--- src/rtl/core_pkg.sv ---
// Types and constants shared by the fetch and decode stages of the 22-bit core.
package core_pkg;
    localparam int WORD_W = 22;

    typedef logic [WORD_W-1:0] word_t;

    typedef enum logic {
        RUN  = 1'b0,
        HALT = 1'b1
    } fetch_state_t;

    localparam word_t BUBBLE_INSTR = 22'h000000;

    // Instruction addresses are word aligned; the low two bits are dropped.
    function automatic word_t align_word(input word_t addr);
        return addr & 22'h3FFFFC;
    endfunction
endpackage

--- src/rtl/if_id_reg.sv ---
// IF/ID pipeline register: holds, loads a fetched instruction, or loads a bubble.
module if_id_reg
    import core_pkg::*;
#(
    parameter logic [WORD_W-1:0] BUBBLE = BUBBLE_INSTR
) (
    input  logic              clk,
    input  logic              rst,
    input  logic              load_i,
    input  logic              bubble_i,
    input  logic [WORD_W-1:0] instr_i,
    input  logic [WORD_W-1:0] pc_i,
    input  logic [WORD_W-1:0] pc4_i,
    output logic [WORD_W-1:0] instr_o,
    output logic [WORD_W-1:0] pc_o,
    output logic [WORD_W-1:0] pc4_o,
    output logic              valid_o
);
    logic [WORD_W-1:0] instr_q, pc_q, pc4_q;
    logic              valid_q;

    // Bubble loads never look at instr_i, so an undriven memory word stays out of valid.
    always_ff @(posedge clk or posedge rst) begin
        if (rst) begin
            instr_q <= BUBBLE;
            pc_q    <= '0;
            pc4_q   <= '0;
            valid_q <= 1'b0;
        end else if (load_i) begin
            if (bubble_i) begin
                instr_q <= BUBBLE;
                pc_q    <= '0;
                pc4_q   <= '0;
                valid_q <= 1'b0;
            end else begin
                instr_q <= instr_i;
                pc_q    <= pc_i;
                pc4_q   <= pc4_i;
                valid_q <= 1'b1;
            end
        end
    end

    assign instr_o = instr_q;
    assign pc_o    = pc_q;
    assign pc4_o   = pc4_q;
    assign valid_o = valid_q;
endmodule

--- src/rtl/fetch_stage.sv ---
// PC generator, RUN/HALT fetch FSM and fetch counter; feeds the IF/ID register.
// States: RUN = fetching sequentially | HALT = end of program reached, bubbles only.
module fetch_stage
    import core_pkg::*;
#(
    parameter logic [WORD_W-1:0] RESET_PC = 22'h000000,
    parameter logic [WORD_W-1:0] END_PC   = 22'd400,
    parameter logic [WORD_W-1:0] BUBBLE   = BUBBLE_INSTR
) (
    input  logic              clk,
    input  logic              rst,
    input  logic              stall,
    input  logic              flush,
    input  logic              branch_taken,
    input  logic [WORD_W-1:0] branch_target,
    output logic [WORD_W-1:0] imem_addr,
    input  logic [WORD_W-1:0] imem_rdata,
    output logic [WORD_W-1:0] if_id_instr,
    output logic [WORD_W-1:0] if_id_pc,
    output logic [WORD_W-1:0] if_id_pc4,
    output logic              if_id_valid,
    output logic              halted,
    output logic [15:0]       fetch_count
);
    fetch_state_t      state_q;
    logic [WORD_W-1:0] pc_q;
    logic [WORD_W-1:0] pc_plus4;
    logic [WORD_W-1:0] target;
    logic              halted_q;
    logic [15:0]       count_q;
    logic              ifid_load, ifid_bubble, fetch_ok;

    assign pc_plus4  = pc_q + 22'd4;
    assign target    = align_word(branch_target);
    assign imem_addr = pc_q;

    always_comb begin
        ifid_load   = 1'b0;
        ifid_bubble = 1'b0;
        fetch_ok    = 1'b0;
        if (branch_taken || state_q == HALT || flush) begin
            ifid_load   = 1'b1;
            ifid_bubble = 1'b1;
        end else if (!stall) begin
            ifid_load = 1'b1;
            fetch_ok  = 1'b1;
        end
    end

    // On the halting edge the PC stays on the last word instead of stepping past the program.
    always_ff @(posedge clk or posedge rst) begin
        if (rst) begin
            state_q  <= RUN;
            pc_q     <= RESET_PC;
            halted_q <= 1'b0;
            count_q  <= '0;
        end else begin
            if (branch_taken) begin
                pc_q <= target;
                if (target >= END_PC) begin
                    state_q  <= HALT;
                    halted_q <= 1'b1;
                end else begin
                    state_q  <= RUN;
                    halted_q <= 1'b0;
                end
            end else if (state_q == RUN && !stall) begin
                if (pc_plus4 >= END_PC) begin
                    state_q  <= HALT;
                    halted_q <= 1'b1;
                end else begin
                    pc_q <= pc_plus4;
                end
            end
            if (fetch_ok && count_q != 16'hFFFF) begin
                count_q <= count_q + 16'd1;
            end
        end
    end

    if_id_reg #(
        .BUBBLE(BUBBLE)
    ) u_if_id (
        .clk     (clk),
        .rst     (rst),
        .load_i  (ifid_load),
        .bubble_i(ifid_bubble),
        .instr_i (imem_rdata),
        .pc_i    (pc_q),
        .pc4_i   (pc_plus4),
        .instr_o (if_id_instr),
        .pc_o    (if_id_pc),
        .pc4_o   (if_id_pc4),
        .valid_o (if_id_valid)
    );

    assign halted      = halted_q;
    assign fetch_count = count_q;
endmodule

--- config.mk ---
export PLATFORM = sky130hd
export DESIGN_NAME = fetch_stage
export DESIGN_NICKNAME = d
export VERILOG_FILES = /design/src/rtl/core_pkg.sv /design/src/rtl/if_id_reg.sv /design/src/rtl/fetch_stage.sv
export SDC_FILE = /design/constraint.sdc
export NUM_CORES = 1
export LEC_CHECK = 0
export ABC_CLOCK_PERIOD_IN_PS = 6800
export BUFFER_PORTS_ARGS = -buffer_cell sky130_fd_sc_hd__clkbuf_2
export CAP_MARGIN = 20
export CORE_ASPECT_RATIO = 0.9
export CORE_MARGIN = 2
export CORE_UTILIZATION = 40
export DETAILED_ROUTE_END_ITERATION = 10
export PLACE_DENSITY = 0.69
export SLEW_MARGIN = 10
export SYNTH_ARGS = -nofsm -noshare
export SYNTH_HDL_FRONTEND = slang
export SYNTH_HIERARCHICAL = 1
export SYNTH_SLANG_ARGS = --single-unit
--- constraint.sdc ---
create_clock -name clk -period 6.8 [get_ports clk]
set_clock_uncertainty 0.1 [all_clocks]
set_input_delay 1.02 -clock clk [delete_from_list [all_inputs] [get_ports clk]]
set_output_delay 1.02 -clock clk [all_outputs]
set_load 0.01 [all_outputs]
==> flow_summary_export.csv <==
group,metric,value,unit
outcome,status,"completed",
critical_path,crit_slowest_cell,"or4_1",
synthesis,yosys.area_share.simple,13.91,%
placed_design,hpwl,8647,um
global_route,grt_usage,18.99,%
pwr,seqPwrFrac,50.2,%
critical_path,crit_chain,"ha_1, nand4_1, nor4_4, nand4_1, a22oi_1, nand4_2, or4_1, a31oi_1",
run,drv_cap,0,
synthesis,ys_warn_count,6,
placed_design,dpl-instance-area,5600,um^2
clock_tree,cts.sinks,104,
clock_tree,cts_buffer_depth,2,
synthesis,synth-adder-area-share,0.7827,%
critical_path,slowest_delay,0.61,ns
synthesis,yosys.area.top_type,"dfrtp_1",
layout,drive_above_1_share,32.57,%
synthesis,muxShareOfSynthArea,0.4696,%
critical_path,crit_top_cell,"nand4_1",
timing,slew_headroom,46.39,%
floorplanning,dieArea,12880,um^2
placed_design,gp_congestion,0.8642,
clock_tree,clk_pin_slew,0.07,ns
timing,fin_crit_sh,52.80,%
drt,vias,3883,
placed_design,place.port_buffers,150,
floorplanning,rows,37,
synthesis,netlist_instances,421,
clock_tree,cts_tree,"done",
critical_path,worstPathMaxFanout,18,
pwr,intPower,0.9957,mW
global_route,grt_pass1_wl,19260,um
floorplanning,ioPinCount,155,
pwr,ir_drop,0.0001180,V
critical_path,endpoint_kind,"flop",
timing,setup_violations,0,
synthesis,synth.avg_cell_area,11.39,um^2
layout,layout_common_cells,"150 x clkbuf_2, 104 x dfrtp_1, 70 x a22o_1, 30 x nand2_1, 22 x xnor2_1",
timing,fin_setup_tns,0,ns
critical_path,crit_family,"simple AND/OR/NAND/NOR gates",
synthesis,syn_area,4796,um^2
layout,n_fill_cell,1076,
synthesis,ys_seq_elements,104,
layout,diodes,0,
drt,postRouteAntennaNets,0,
drt,vias_per_cell,5.386,
pwr,switching_share,27.01,%
timing,period_needed,3.590,ns
global_route,grt_max_degree,68,
clock_tree,numCtsBuffers,9,
layout,syn_to_final_growth,23.69,%
drt,routed_wl,12170,um
global_route,overflow,0,
clock_tree,cts_root_buffer,"clkbuf_16",
critical_path,path_class,"reg -> reg",
floorplanning,start_util,41.44,%
timing,rsz0062_at_grt,"no",
layout,fin_area,5932,um^2
layout,final_common_cell,"clkbuf_2",
pwr,finalPower,1.364,mW
pwr,power_frac_clock,39.1,%
timing,tightest_slew,0.8041,ns
synthesis,synth-xor-area-share,6.027,%
hold_path,hp-class,"reg -> reg",
timing,report.final.hold_viol_count,0,
pwr,leakage,2.970,nW
critical_path,critical_path_buf_inv_count,0,
drt,drtIter0Drc,249,
synthesis,yosys_most_used_dff,"dfrtp_1",
pwr,comb_power_share,10.7,%
synthesis,ys_async_sr_fraction,100.0,%
global_route,antenna_found_initial,0,
layout,nets,612,
synthesis,seq_area_frac_synth,54.27,%
clock_tree,htreeDepth,3,
pwr,p_switching,0.3685,mW
timing,drv_slew,0,
clock_tree,clock_latency,0.35,ns
floorplanning,die_width,119.4,um
global_route,grt_pass1_vias,3716,
critical_path,startpoint_type,"flop",
synthesis,netlist.area_leader.share,54.27,%
clock_tree,post_cts_buffers,0,
floorplanning,die_h,107.9,um
timing,fmax,278.5,MHz
synthesis,synth_compound_area_share,20.04,%
drt,drc,0,
clock_tree,hold_buffers,0,
pwr,powerDensity,230.0,nW/um^2
drt,wire_per_inst,16.88,um
floorplanning,core,11570,um^2
synthesis,synth_edf_count,0,
layout,utilization,51.25,%
drt,first_pass_iters,4,
clock_tree,cts_repair_resize_count,0,
synthesis,synth_top_family_by_area,"compound AO/OA/AOI/OAI gates",
critical_path,required,6.97,ns
synthesis,synth_cell_types,54,
synthesis,synth_area_leaders,"dfrtp_1 54%, a22o_1 13%, xnor2_1 4.0%",
critical_path,critPathArrivalTime,3.76,ns
==> layer usage <==
layer / up-vias / global-route usage [%] / routed length (um)
li1: 1846 / - / -
met1: 1893 / 25.37 / 5395
met2: 128 / 29.76 / 5693
met3: 16 / 5.244 / 863
met4: 0 / 6.807 / 215
met5: - / 0 / 0
==> state kept, by name, summed over array words and instances, names as in the netlist <==
register	flops
u_if_id/pc_o	22
u_if_id/pc4_o	22
halted	1
fetch_count	16
u_if_id/valid_o	1
imem_addr	20
u_if_id/instr_o	22
==> cells in the mapped netlist, drive strengths merged (4+ instances only) <==
library cell    n
nand4          14
nand3          13
inv             8
o31ai           4
nor3            7
and3            6
xnor2          22
clkbuf         12
o21ai          19
nor4            5
dfrtp         104
and4            4
or4             4
nor2           16
a31oi           6
nand2          30
xor2           11
a22o           70
or3             5
nor2b           6
buf            19
==> kinds of logic after synthesis <==
kind of cell | after synthesis
AOI/OAI and AO/OA | 122
and+or+nand+nor | 117
DFF | 104
buffers and inverters | 39
xor gates and xnor gates | 33
adders and majority gates | 3
muxes | 2
other | 1
==> metrics by stage <==
step	cells	hold WS [ns]	worst slack, ns
3_5_place_dp	704	0.3798	3.272
4_1_cts	720	0.3938	3.257
6_report	721	0.3898	3.210
3_3_place_gp	704	0.3624	3.422
5_1_grt	721	0.4108	2.931
2_1_floorplan	426	0.4154	3.996
==> path summary, 6_finish.rpt <==
kind / start / to / slack, ns / cells after the start
hold reg to reg: fetch_count[11] / fetch_count[11] / 0.39 / 1
setup / recovery: imem_addr[2] / imem_addr[6] / 3.21 / 8
max in group asynchronous: rst / u_if_id/pc4_o[4] / 5.28 / 3
hold / removal: fetch_count[11] / fetch_count[11] / 0.39 / 1
min in group asynchronous: rst / imem_addr[17] / 0.68 / 3
setup reg to reg: imem_addr[2] / imem_addr[6] / 3.21 / 8
==> final cells by class <==
type | instances | area, um^2 | area share, %
flip-flops and latches | 104 | 2603 | 43.87
multi-input cells | 283 | 1999 | 33.71
repair buffers | 154 | 793.3 | 13.37
clock buffers | 9 | 225.2 | 3.797
well taps | 156 | 195.2 | 3.290
clock inverters | 7 | 86.33 | 1.455
inverters | 8 | 30.03 | 0.5062
==> power groups by stage <==
stage / combinational, mW / clock (mW) / sequential, mW
after CTS: 0.147 / 0.549 / 0.685
after global routing: 0.165 / 0.575 / 0.690
after detailed placement: 0.147 / 0 / 0.697
final: 0.146 / 0.533 / 0.685
after floorplan: 0.0904 / 0 / 0.688
after global placement: 0.143 / 0 / 0.695
(Power assumes the default switching activity.)
